File: config.mk
export PLATFORM = sky130hd
export DESIGN_NAME = cdc_mux_sync_rx
export DESIGN_NICKNAME = d
export VERILOG_FILES = /design/src/rtl/cdc_mux_sync_rx.sv
export SDC_FILE = /design/constraint.sdc
export NUM_CORES = 1
export LEC_CHECK = 0
export BUFFER_PORTS_ARGS = -buffer_cell sky130_fd_sc_hd__buf_2
export CAP_MARGIN = 0
export CORE_AREA = 2 2 39 41
export CTS_CLUSTER_SIZE = 12
export DETAILED_ROUTE_END_ITERATION = 8
export DIE_AREA = 0 0 41 43
export SETUP_SLACK_MARGIN = 0.2
export SYNTH_ARGS = -nofsm -noshare
export SYNTH_HDL_FRONTEND = slang
export SYNTH_SLANG_ARGS = --single-unit
export TNS_END_PERCENT = 50
File: constraint.sdc
create_clock -name clkb -period 2.8 [get_ports clkb]
set_clock_uncertainty 0.1 [all_clocks]
set_input_delay 0.56 -clock clkb [delete_from_list [all_inputs] [get_ports clkb]]
set_output_delay 0.56 -clock clkb [all_outputs]
set_load 0.05 [all_outputs]
File: src/rtl/cdc_mux_sync_rx.sv
// Destination-side mux-recirculation CDC receiver: N-flop sync on en, qualified capture, ready/valid out.
// Optional feature macro CDC_MUX_SYNC_RX_OVERRUN_EN: keep the pending word and flag overrun on back-pressure.
`timescale 1ns/1ps
module cdc_mux_sync_rx #(
    parameter int unsigned WIDTH  = 8,
    parameter int unsigned STAGES = 2,
    parameter int unsigned MODE   = 0
) (
    input  logic             clkb,
    input  logic             rstn,
    input  logic             en,
    input  logic [WIDTH-1:0] data,
    input  logic             out_ready,
    output logic [WIDTH-1:0] data_sync,
    output logic             valid,
    output logic             ack,
    output logic             overrun
);
    typedef enum logic [0:0] {StEmpty, StFull} state_e;

    logic [STAGES-1:0] sync_q;
    logic              en_d_q;
    logic              evt;
    state_e            state_q;
    logic [WIDTH-1:0]  data_q;
`ifdef CDC_MUX_SYNC_RX_OVERRUN_EN
    logic              overrun_q;
`endif

    always_ff @(posedge clkb or negedge rstn) begin
        if (!rstn) begin
            sync_q <= '0;
            en_d_q <= 1'b0;
        end else begin
            sync_q <= {sync_q[STAGES-2:0], en};
            en_d_q <= sync_q[STAGES-1];
        end
    end

    always_comb begin
        evt = 1'b0;
        if (MODE == 0) begin
            evt = sync_q[STAGES-1] & ~en_d_q;
        end else begin
            evt = sync_q[STAGES-1] ^ en_d_q;
        end
    end

    // data is only ever sampled on an event; otherwise data_q recirculates.
    always_ff @(posedge clkb or negedge rstn) begin
        if (!rstn) begin
            state_q   <= StEmpty;
            data_q    <= '0;
`ifdef CDC_MUX_SYNC_RX_OVERRUN_EN
            overrun_q <= 1'b0;
`endif
        end else begin
            unique case (state_q)
                StEmpty: begin
                    if (evt) begin
                        data_q  <= data;
                        state_q <= StFull;
                    end
                end
                StFull: begin
                    if (out_ready) begin
                        if (evt) begin
                            data_q <= data;
                        end else begin
                            state_q <= StEmpty;
                        end
                    end else if (evt) begin
`ifdef CDC_MUX_SYNC_RX_OVERRUN_EN
                        overrun_q <= 1'b1;
`else
                        data_q <= data;
`endif
                    end
                end
                default: state_q <= StEmpty;
            endcase
        end
    end

    assign data_sync = data_q;
    assign valid     = (state_q == StFull);
    assign ack       = en_d_q;
`ifdef CDC_MUX_SYNC_RX_OVERRUN_EN
    assign overrun   = overrun_q;
`else
    assign overrun   = 1'b0;
`endif

endmodule

* Word-level counts from Yosys, hierarchy flattened
Index checks and enable logic that the tools add are counted.
** Storage, ports and cells
- Flip-flop bits (word level) :: 12
- Bits of input ports :: 12
- Output and inout port bits :: 11
** Operators by class
- Multiplexer cells :: 4
- Bitwise logic cells :: 3
** Operators with widths (number)
- 8-bit two-way mux :: 1
- 1-bit two-way mux :: 2
- 1-bit NOT :: 2
- 1-bit one-hot mux with 2 select lines :: 1
- 1-bit AND :: 1

* Logic depth before layout (Yosys ltp)
- Word-level depth :: 5
- Mapped depth :: 3
- Depth with buffers taken out :: 2

* Worst setup path after synthesis
Ideal clock, no wire load.
- Kind :: reg2reg
- Start point :: reg en_d_q, in the netlist ack
- End point :: reg data_q[0], in the netlist data_sync[0]
- Data arrival time :: 1.183 ns
- Slack :: 1.392 ns
- Cell stages (with the launch flop) :: 4
- Clock period less this slack :: 1.408 ns
- Cells stage by stage :: dfrtp_1 -> nor2b_4 -> buf_6 -> mux2_4
** On the way
- Cells in the longest elaborated chain, start to end :: 2
** RTL lines
- start, declared :: line 22 : logic en_d_q;
- start signal, assigned :: line 36 : en_d_q <= sync_q[STAGES-1];
- 1-bit NOT :: line 43 : evt = sync_q[STAGES-1] & ~en_d_q;
- 1-bit AND :: line 43
- end signal, assigned :: line 61 : data_q <= data;
- end signal, assigned :: line 68 : data_q <= data;
- end signal, assigned :: line 76 : data_q <= data;
- end, declared :: line 25 : logic [WIDTH-1:0] data_q;
Every way passes these cells.
A chain may end at the register's enable or synchronous reset.

* Worst setup path after layout
- Start point :: reg en_d_q, in the netlist ack
- End point :: out ack
** RTL lines
- end, declared :: line 16 : output logic ack,
No word-level cell between the ends.

==> results.tsv <==
metric	value	unit
count of hold-fix buffers inserted at cts	0	
synthesized-area fraction occupied by ao, oa, aoi and oai cells	0.01867	
global-route usage over all layers	0.1041	
yosys synthesis warning count	0	
antenna-violating nets left	0	
path type of the worst min-delay path	in2async	
worst path buffer plus inverter count	1	
slowest cell on the critical path	dfrtp_1	
clock tree from TritonCTS	done	
die height	43	um
Routability Congestion	0.5291	
quantity of I/O buffers inserted on ports	21	
sequential fraction of the synthesis area	0.6400	
Worst Path Max Fanout	2	
signed area change from the synthesized netlist to the final layout	30.40	%
initial cell density of the core	0.3391	
global-route wire length before repair	1.179	mm
length of routed met3 wiring	62	um
minimum period implied by the final worst setup slack	1.602	ns
TritonCTS Buffers	3	
global route overflow	0	
Horiz. Die Dim	41	um
buffers inserted during post-CTS setup optimization	0	
cells along the critical path	buf_2	
Power Density	773.5	mW/mm2
Worst path top cell family by delay	flip-flops	
arrival time of data at the critical path endpoint	0.94	ns
via count of the first global-routing pass	272	
wire length on met1	320	um
post-place setup slack	1.483	ns
final total negative setup slack	0	ns
number of top-level design ports	23	
commonest non-fill, non-tap cells in the layout	buf_2 (21), dfrtp_1 (12), mux2_4 (8)	
count of final max-slew check failures	0	
clock latency on the worst-skew pair	0.26	ns
placeable core region	0.001384	mm2
area of the die	0.001763	mm2
Syn Inst Count	26	
post-detailed-route via-to-cell ratio	4.262	
vias after detailed routing	277	
post-synthesis simple-gate area fraction	0.02933	
final worst-path cycle share	0.5722	
dpl cell area	575.6	um2
Sink Count	12	
worst supply voltage drop on vdd	0.2655	mV
hold violation total from the final report	0	
element type at the critical path start	flip-flop	
Clk Tree Root Cell	clkbuf_4	
largest family of logic cells by synthesized area	multiplexers	
worst path setup slack after routing	1.198	ns
total of max-cap violations	0	
pin count of the biggest net entering global routing	13	
leakage	0.3272	nW
Post-Synth XOR/XNOR Area	0	
number of cells upsized or downsized after cts	0	
commonest non-fill, non-tap cell in the layout	buf_2	
post-DR wirelength/cell	11.29	um
DRT Pass-1 Iters	1	
top layer reached by signal wires	met4	
net total in the final layout	62	
path type of the worst setup path	reg2out	
worst hold slack across all endpoints	0.05298	ns
fraction of synthesized area in multiplexers	0.2560	
antenna violations before repair	0	
DRC violation count after routing	0	
Iteration-0 DRC Markers	0	
power after layout	0.0004733	W
peak per-stage delay on the critical path	0.40	ns
required time of the worst setup path	2.14	ns
setup repair after global routing missed its margin	false	
total non-filler cell area in the finished layout	611.8	um2
run status	completed	
Peak Freq	624.1	MHz
CTS max path bufs	2	
number of antenna repair diodes	0	
number of register bits inferred by synthesis	12	
Post-Route WL	734	um
Cell variety after synth	8	
fraction of the mapped netlist area in adder cells	0	
synthesized area	469.2	um2
count of endpoints failing setup in the final report	0	
share of final-layout standard cells stronger than drive strength 1	0.7143	
Clock H-tree levels	1	
Avg Inst Size Synth	18.05	um2
Detail Route met2 WL	343	um
Core Rows	14	
type of element capturing the critical path	output pin	
Reg clk slew, reported paths	0.08	ns
Post-Synthesis Net Count	38	
==> area by class of cell <==
class | instances | area, um2
multi-input cells | 11 | 146.4
flip-flops and latches | 12 | 300.3
repair buffers | 21 | 105.1
inverters | 1 | 3.754
fillers | 140 | 772.0
clock buffers | 4 | 36.28
well taps | 16 | 20.02
==> synth_stat cells <==
library cell,n,share of area
dfrtp_1,12,0.64
mux2_4,8,0.26
a21o_2,1,0.019
buf_4,1,0.016
buf_6,1,0.024
conb_1,1,0.0080
inv_1,1,0.0080
nor2b_4,1,0.029
==> power by group <==
part | internal, W | total (W) | switching (W)
registers | 0.000194 | 0.000204 | 0.0000103
logic | 0.0000443 | 0.000136 | 0.0000916
clock network | 0.0000788 | 0.000133 | 0.0000546
==> kinds of logic (layout without fill, tap and decap cells) <==
kind of cell           Yosys count  after routing
multiplexers                     8              8
other                            1              1
AND/OR/NAND/NOR                  1              1
flip-flops                      12             12
buffers and inverters            3             26
AO/OA/AOI/OAI                    1              1
==> worst paths after layout <==
| kind | end | startpoint | slack (ns) | cells past startpoint |
|---|---|---|---|---|
| worst min-delay path | ack | rstn | 0.05 | 1 |
| max in group asynchronous | valid | rstn | 2.34 | 1 |
| worst min register to register | sync_q[1] | sync_q[0] | 0.25 | 0 |
| worst max register to register | data_sync[4] | ack | 1.50 | 2 |
| min in group clkb | sync_q[1] | sync_q[0] | 0.25 | 0 |
| worst max-delay path | ack | ack | 1.20 | 1 |
==> state kept, by name, summed over array words and instances (netlist names) <==
register	count
ack	1
data_sync	8
sync_q	2
valid	1
==> stage by stage <==
stage	cells	util
after floorplan	26	-
after global placement	61	0.4159
after detailed placement	61	0.4159
after CTS	65	0.4421
after global routing	65	0.4421
final	65	0.4421
==> routing by layer <==
layer,global-route usage,up-vias
met2,0.1344,13
li1,-,132
met5,0,-
met4,0.08000,0
met1,0.1390,130
met3,0.03141,2
Power figures use the tool's default switching activity.
